## config.mk

```make
export PLATFORM = sky130hd
export DESIGN_NAME = score_topk_extractor
export DESIGN_NICKNAME = d
export VERILOG_FILES = /design/src/rtl/score_topk_extractor.sv
export SDC_FILE = /design/constraint.sdc
export NUM_CORES = 2
export LEC_CHECK = 0
export CORE_ASPECT_RATIO = 1.2
export CORE_MARGIN = 5
export CORE_UTILIZATION = 50
export DETAILED_ROUTE_END_ITERATION = 16
export PLACE_DENSITY = 0.73
export SYNTH_ARGS = -nofsm -noshare
export SYNTH_HDL_FRONTEND = slang
export SYNTH_SLANG_ARGS = --single-unit
```

## constraint.sdc

```tcl
create_clock -name clk -period 24.5 [get_ports clk]
set_input_delay 2.45 -clock clk [delete_from_list [all_inputs] [get_ports clk]]
set_output_delay 2.45 -clock clk [all_outputs]
set_load 0.02 [all_outputs]
```

## src/rtl/score_topk_extractor.sv

```systemverilog
// Scans the finalised score table for nodes 1..node_num, keeps a sorted top-K list
// of (node, score) in registers, then streams it out highest score first.
module score_topk_extractor #(
   parameter int unsigned ADDR_WIDTH         = 13,
   parameter int unsigned DATA_WIDTH         = 32,
   parameter int unsigned score_table_offset = 1000,
   parameter int unsigned node_num           = 100,
   parameter int unsigned TOP_K              = 8
) (
   input  logic                  clk,
   input  logic                  rst,
   input  logic                  start,
   output logic                  busy,
   output logic                  done,
   output logic [ADDR_WIDTH-1:0] bram_addr,
   output logic                  bram_rd_en,
   input  logic [DATA_WIDTH-1:0] bram_rdata,
   output logic                  out_valid,
   input  logic                  out_ready,
   output logic [DATA_WIDTH-1:0] out_node,
   output logic [DATA_WIDTH-1:0] out_score,
   output logic [3:0]            out_rank
);

   localparam int unsigned NUM_EMIT = (TOP_K < node_num) ? TOP_K : node_num;
   localparam logic [3:0] LAST_RANK = 4'(NUM_EMIT - 1);
   localparam logic [DATA_WIDTH-1:0] NODE_LAST  = DATA_WIDTH'(node_num);
   localparam logic [DATA_WIDTH-1:0] TABLE_BASE = DATA_WIDTH'(score_table_offset);

   if (TOP_K < 1 || TOP_K > 16) begin : g_topk_range
      $fatal(1, "score_topk_extractor: TOP_K must be in 1..16");
   end
   if (node_num < 1) begin : g_node_num_range
      $fatal(1, "score_topk_extractor: node_num must be at least 1");
   end
   if ((64'(score_table_offset) + 64'(node_num)) >= (64'd1 << ADDR_WIDTH)) begin : g_addr_range
      $fatal(1, "score_topk_extractor: score table does not fit in ADDR_WIDTH");
   end

   typedef enum logic [2:0] {
      ST_IDLE,
      ST_SCAN,
      ST_DRAIN,
      ST_EMIT,
      ST_DONE
   } state_t;

   // Asynchronous assert, synchronous release of the internal reset
   logic [1:0] rst_pipe;
   logic       rst_i;

   always_ff @(posedge clk or posedge rst) begin
      if (rst) rst_pipe <= 2'b11;
      else     rst_pipe <= {rst_pipe[0], 1'b0};
   end

   assign rst_i = rst_pipe[1];

   state_t                  state_q, state_d;
   logic [DATA_WIDTH-1:0]   node_cnt_q, node_cnt_d;
   logic                    busy_d, done_d, rd_en_d, out_valid_d, clear_slots;
   logic [ADDR_WIDTH-1:0]   addr_d;
   logic [DATA_WIDTH-1:0]   out_node_d, out_score_d;
   logic [3:0]              rank_d;

   logic                    rd_vld_q;
   logic [DATA_WIDTH-1:0]   rd_node_q;

   logic                    slot_vld_q   [TOP_K];
   logic [DATA_WIDTH-1:0]   slot_node_q  [TOP_K];
   logic [DATA_WIDTH-1:0]   slot_score_q [TOP_K];
   logic                    ins_vld      [TOP_K];
   logic [DATA_WIDTH-1:0]   ins_node     [TOP_K];
   logic [DATA_WIDTH-1:0]   ins_score    [TOP_K];

   logic [DATA_WIDTH-1:0]   cur_node, cur_score, nxt_node, nxt_score;

   // Slot selection for the entry being presented and the one after it
   always_comb begin
      cur_node  = '0;
      cur_score = '0;
      nxt_node  = '0;
      nxt_score = '0;
      for (int i = 0; i < TOP_K; i++) begin
         if (4'(i) == out_rank) begin
            cur_node  = slot_node_q[i];
            cur_score = slot_score_q[i];
         end
         if (4'(i) == out_rank + 4'd1) begin
            nxt_node  = slot_node_q[i];
            nxt_score = slot_score_q[i];
         end
      end
   end

   always_comb begin
      state_d     = state_q;
      node_cnt_d  = node_cnt_q;
      busy_d      = busy;
      done_d      = 1'b0;
      rd_en_d     = 1'b0;
      addr_d      = bram_addr;
      out_valid_d = out_valid;
      out_node_d  = out_node;
      out_score_d = out_score;
      rank_d      = out_rank;
      clear_slots = 1'b0;
      case (state_q)
         ST_IDLE: begin
            if (start) begin
               state_d     = ST_SCAN;
               busy_d      = 1'b1;
               node_cnt_d  = DATA_WIDTH'(1);
               rd_en_d     = 1'b1;
               addr_d      = ADDR_WIDTH'(TABLE_BASE + DATA_WIDTH'(1));
               clear_slots = 1'b1;
            end
         end
         ST_SCAN: begin
            if (node_cnt_q == NODE_LAST) begin
               state_d = ST_DRAIN;
            end else begin
               node_cnt_d = node_cnt_q + DATA_WIDTH'(1);
               rd_en_d    = 1'b1;
               addr_d     = ADDR_WIDTH'(TABLE_BASE + node_cnt_d);
            end
         end
         ST_DRAIN: begin
            state_d = ST_EMIT;
            rank_d  = 4'd0;
         end
         ST_EMIT: begin
            // First EMIT cycle loads rank 0 after the final insertion has settled
            if (!out_valid) begin
               out_valid_d = 1'b1;
               out_node_d  = cur_node;
               out_score_d = cur_score;
            end else if (out_ready) begin
               if (out_rank == LAST_RANK) begin
                  state_d     = ST_DONE;
                  out_valid_d = 1'b0;
                  busy_d      = 1'b0;
                  done_d      = 1'b1;
               end else begin
                  rank_d      = out_rank + 4'd1;
                  out_node_d  = nxt_node;
                  out_score_d = nxt_score;
               end
            end
         end
         ST_DONE: begin
            state_d = ST_IDLE;
         end
         default: begin
            state_d = ST_IDLE;
         end
      endcase
   end

   always_ff @(posedge clk or posedge rst_i) begin
      if (rst_i) begin
         state_q    <= ST_IDLE;
         node_cnt_q <= '0;
         busy       <= 1'b0;
         done       <= 1'b0;
         bram_rd_en <= 1'b0;
         bram_addr  <= '0;
         out_valid  <= 1'b0;
         out_node   <= '0;
         out_score  <= '0;
         out_rank   <= '0;
      end else begin
         state_q    <= state_d;
         node_cnt_q <= node_cnt_d;
         busy       <= busy_d;
         done       <= done_d;
         bram_rd_en <= rd_en_d;
         bram_addr  <= addr_d;
         out_valid  <= out_valid_d;
         out_node   <= out_node_d;
         out_score  <= out_score_d;
         out_rank   <= rank_d;
      end
   end

   // Node id travels one cycle behind the read so it meets its returned score
   always_ff @(posedge clk or posedge rst_i) begin
      if (rst_i) begin
         rd_vld_q  <= 1'b0;
         rd_node_q <= '0;
      end else begin
         rd_vld_q  <= bram_rd_en;
         rd_node_q <= node_cnt_q;
      end
   end

   // Valid slots stay contiguous and sorted, so the take condition is monotone in i
   always_comb begin
      logic                  take_i;
      logic                  carry;
      logic                  prev_vld;
      logic [DATA_WIDTH-1:0] prev_node, prev_score;
      take_i     = 1'b0;
      carry      = 1'b0;
      prev_vld   = 1'b0;
      prev_node  = '0;
      prev_score = '0;
      for (int i = 0; i < TOP_K; i++) begin
         take_i       = !slot_vld_q[i] || (slot_score_q[i] < bram_rdata);
         ins_vld[i]   = slot_vld_q[i];
         ins_node[i]  = slot_node_q[i];
         ins_score[i] = slot_score_q[i];
         if (take_i) begin
            if (carry) begin
               ins_vld[i]   = prev_vld;
               ins_node[i]  = prev_node;
               ins_score[i] = prev_score;
            end else begin
               ins_vld[i]   = 1'b1;
               ins_node[i]  = rd_node_q;
               ins_score[i] = bram_rdata;
            end
         end
         carry      = take_i;
         prev_vld   = slot_vld_q[i];
         prev_node  = slot_node_q[i];
         prev_score = slot_score_q[i];
      end
   end

   always_ff @(posedge clk or posedge rst_i) begin
      if (rst_i) begin
         for (int i = 0; i < TOP_K; i++) begin
            slot_vld_q[i]   <= 1'b0;
            slot_node_q[i]  <= '0;
            slot_score_q[i] <= '0;
         end
      end else if (clear_slots) begin
         for (int i = 0; i < TOP_K; i++) begin
            slot_vld_q[i] <= 1'b0;
         end
      end else if (rd_vld_q) begin
         for (int i = 0; i < TOP_K; i++) begin
            slot_vld_q[i]   <= ins_vld[i];
            slot_node_q[i]  <= ins_node[i];
            slot_score_q[i] <= ins_score[i];
         end
      end
   end

endmodule

```

After elaboration in Yosys (flattened, before gate mapping):

Index checks and enable logic that the tools add are counted.

* register bits: 675
* latch bits: 0
* memory bits (writable): 0
* ROM bits: 0
* bits of input ports: 36
* output and inout bits: 85
* word-level logic and storage cells: 230
* memories: 0

* $add $sub $neg: 3
* $mul: 0
* divide/modulo/power cells: 0
* magnitude comparators: 8
* equal/unequal tests: 28
* shift-type cells: 0
* mux-type cells: 101
* bitwise gates (word level): 1
* reduce and logical (&&, ||, !) cells: 52

Operators by type and width (count)
* $mux W32: 54
* $lt A32 B32 Y1: 8
* $pmux W32 S2: 1
* $add A32 B1 Y32 const B: 1
* $eq A3 B4 Y1 const A: 8
* $eq A32 B7 Y1 const B: 1
* $reduce_and A3 Y1: 10
* $mux W1: 29
* $mux W13: 2
* $pmux W13 S2: 1
* $reduce_bool A2 Y1: 12
* $eq A2 B4 Y1 const A: 4
* $mux W8: 2
* $ne A2 B2 Y1 const B: 8
* $reduce_and A2 Y1: 8
* $mux W3: 5
* $add A10 B13 Y13 const A: 1
* $mux W4: 3
* $pmux W3 S4: 1
* $reduce_and A5 Y1: 2
* $eq A1 B4 Y1 const A: 2
* $logic_not A1 Y1: 8
* $logic_not A4 Y1: 2
* $logic_or A1 B1 Y1: 8
* 10 further kinds: 12

Depth between registers and ports, before layout:

* depth in word-level cells: 13
* mapped depth: 13
* gate-level depth less buffers: 9

Least setup slack after synthesis:

No wires, ideal clock.

* kind: input to register
* from: input port bram_rdata[10]
* to: register slot_score_q[225] (netlist bit)
* library setup time: 128 ps
* arrival time: 5052 ps
* required time: 24372 ps
* setup slack: 19321 ps
* cell stages on the path: 12
* path buffers: 3
* cell sequence: clkbuf_1 > inv_1 > ha_1 > a21o_1 > a211o_1 > a2111oi_2 > a21oi_1 > o31ai_2 > and2_1 > buf_4 > buf_4 > mux2_1

* longest elaborated chain between the ends: 3

Ends and longest elaborated chain
* start: declaration: RTL line 17 `input logic [DATA_WIDTH-1:0] bram_rdata,`
* $lt A32 B32 Y1: RTL line 209 `take_i = !slot_vld_q[i] || (slot_score_q[i] < bram_rdata);`
* $logic_or A1 B1 Y1: RTL line 209
* $reduce_and A3 Y1 (no source line)
* end signal: indexed assignment: RTL line 246 `slot_score_q[i] <= ins_score[i];`
* end: declaration: RTL line 71 `logic [DATA_WIDTH-1:0] slot_score_q [TOP_K];`

No other way between the ends.
A chain may end at the register's enable or synchronous reset.

Final worst setup path:

* from: input port bram_rdata[19]
* to: register slot_node_q[250] (netlist bit)

* longest elaborated chain between the ends: 3

Ends and longest elaborated chain
* $lt A32 B32 Y1: RTL line 209
* $logic_or A1 B1 Y1: RTL line 209
* $reduce_and A3 Y1 (no source line)
* end signal: indexed assignment: RTL line 245 `slot_node_q[i] <= ins_node[i];`
* end: declaration: RTL line 70 `logic [DATA_WIDTH-1:0] slot_node_q [TOP_K];`

No other way between the ends.

==> metrics <==
P_leak=~21 nW; Mapped Nets=between 5000 and 6000; Synth Flop Type=dfrtp_1; Post-CTS Resized=0; initial drt markers=~5900; area grow syn2layout=9.24%; Setup TNS=0 ns; Post CTS Setup Buffer Count=0; worst hold-check path type=reg -> reg; hold wc startpoint=rst_pipe[0]; clk buf depth=3; Filler cells=7747; clock net sink count=672; initial antenna violation count=9; Slew HR=approximately 12%; mapped cell area=43300 um^2; clk_skew=approximately 0.027 ns; routed wire length=roughly 170000 um; WHS=0.355 ns; Die X=between 200 and 300 um; Synth Register Bits=672; WL met2=about 70000 um; Clock transition at path regs=~0.06 ns; met3 WL=~19000 um; status=complete, no violations; CTS root buffer=clkbuf_16; CP Launch Type=input pin; Setup Viol. Count Final=0; power consumption=7.50 mW; Overall Global Routing Usage=roughly a third; FFs w/ async S/R, synth=100%; Mapped Cells=4805; Via density=7.06; sequential area share after synthesis=roughly two fifths; most common cell after layout, fill and taps aside=dfrtp_1; Critical Path RT=25.03 ns; Avg WL per Cell=28.3 um; port buffer count=120; share of layout cells above drive strength 1=7.79%; Post-Syn Area per Cell=approximately 9 um^2; Netlist cell types=83; hold_buf cts=0; final worst path period need=between 6 and 7 ns; TritonCTS clock tree=built; RSZ-0062 raised after global routing=false; DRC errors left=0; Crit Path Class=in -> reg; Antenna Nets Post-Route=0; # IOs=~120; htree depth=3; crit share post-route=between 20% and 30%; vias in the first global route=roughly 40000; Power Dens Cells=around 160 nW/um^2; Metal-1 WL=roughly 61000 um; clk_lat worst skew=about 0.66 ns; Starting Density=about half; Worst Path Max Fanout=40; dpl hpwl=around 99000 um; first-pass GRT wire length=between 200000 and 250000 um; Die Y=between 300 and 400 um; RD Place Congestion=~1.1; WHS Endpoint=rst_pipe[1]; final hold vios=0; worst r2r src=slot_score_q[234]; cells on worst reg2reg path=10; CP arrival=between 7 and 8 ns; Rows=about 120; via count=41258; FMAX=between 100 and 150 MHz; FF-to-FF End=slot_node_q[250]; hold path depth=0; peak supply drop=0.120 mV; full die area=a little over 90000 um^2; total CTS buffers=75; largest net degree at the start of global routing=~170; Post-synth EDFFs=0; core area=between 80000 and 90000 um^2; Worst R2R Setup Slack=19.90 ns; yosys warns=0; Max-Cap Viols=0; crit path capture type=register; max layer used=met5; drt pass-1 iters=7; Slew Viols, Final=0; grt total ovfl=0; Least-Margin Pin Slew=approximately 1.3 ns; most frequent cells in the layout=dfrtp_1 (669), o21ai_0 (462), nand2_1 (416); nets=approximately 5000
-- cells in the mapped netlist (26+ instances only) --
master    number  area [um^2]
nand3_1       26          130
mux2i_1      388         3880
o31ai_1       61          458
a221o_1       69          691
mux2_1        60          676
o211ai_1      29          218
or2_2         56          350
a22oi_1       61          458
o221a_2       50          563
nand2_1      420         1580
ha_1         257         3220
a211oi_1      37          278
o21ai_0      463         2320
a31oi_1      120          751
clkbuf_1     282         1060
o22ai_1      112          701
nor2_1       378         1420
dfrtp_1      670        16800
buf_2         87          435
buf_4         28          210
a21oi_1      414         2070
o21ai_1       76          380
nand4_1       42          263
a221oi_1      83          727
a32oi_1       51          447
nor3_1       132          661
inv_1         60          225
-- where the power goes --
group / switching, mW / total, mW / leakage, nW / internal [mW]
combinational: 2.51 / 4.03 / 11.6 / 1.53
sequential: 0.728 / 2.34 / 8.25 / 1.61
clock: 0.496 / 1.13 / 1.20 / 0.637
-- layout make-up --
type                    count  area, um^2  share of cell area, %
inverters                  60         233                  0.492
clock buffers             108        2200                   4.65
repair buffers            194        1780                   3.76
well taps                1140        1430                   3.01
flip-flops and latches    672       16800                   35.5
diodes                      5        12.5                 0.0264
clock inverters            26         206                  0.436
multi-input cells        3641       24700                   52.1
-- per-layer routing --
layer | GRT usage, % | vias up
met5 | 0 | -
met4 | 21.4 | 2
met3 | 8.29 | 846
met2 | 52.7 | 3041
met1 | 43.8 | 19687
li1 | - | 17682
-- sequential cells by signal, indices dropped and copies added, names as in the netlist, 8 cells and up --
register and cells:
out_node 32, slot_vld_q 8, bram_addr 13, rd_node_q 32, slot_score_q 256, node_cnt_q 29, out_score 32, slot_node_q 256
-- critical path, cell delays in order --
cell and delay [ns]:
clkdlybuf4s50_1 0.77, inv_1 0.30, ha_1 0.40, and4_1 0.22, nor4bb_1 0.12, buf_4 0.17, a221oi_1 0.25, o21ai_0 0.19
o31ai_4 0.23, buf_4 0.62, and2_4 0.62, buf_4 0.73, mux2_1 0.39
-- kinds of logic after synthesis --
family          count (synthesis)  synth area share [%]
xor+xnor                       32                 0.647
buf+inv                       492                  4.96
other cells                     1               0.00865
compound gates               1733                  25.5
flops                         672                  38.8
mux                           453                  10.7
fa+ha+maj                     257                  7.42
simple gates                 1165                  12.0
-- per-stage QoR --
stage | instances | setup WS (ns) | utilization, % | instance area (um^2)
floorplan | 4805 | 5.46 | - | 43300
global placement | 5707 | 17.06 | 52.1 | 44900
detailed placement | 5707 | 16.98 | 52.1 | 44900
CTS | 5841 | 17.66 | 54.9 | 47300
global route | 5842 | 17.42 | 54.9 | 47300
finish | 5846 | 17.50 | 54.9 | 47300
-- worst max path at each step --
| stage | start | to | depth (start not counted) |
|---|---|---|---|
| final | bram_rdata[19] | slot_node_q[250] | 13 |
| after global routing | bram_rdata[29] | slot_node_q[221] | 11 |
| after CTS | bram_rdata[10] | slot_node_q[250] | 12 |
| after detailed placement | bram_rdata[10] | slot_node_q[250] | 12 |
| after global placement | bram_rdata[10] | slot_node_q[254] | 12 |
| after floorplan | rst_pipe[1] | bram_addr[0] | 1 |
Power figures use the tool's default switching activity.
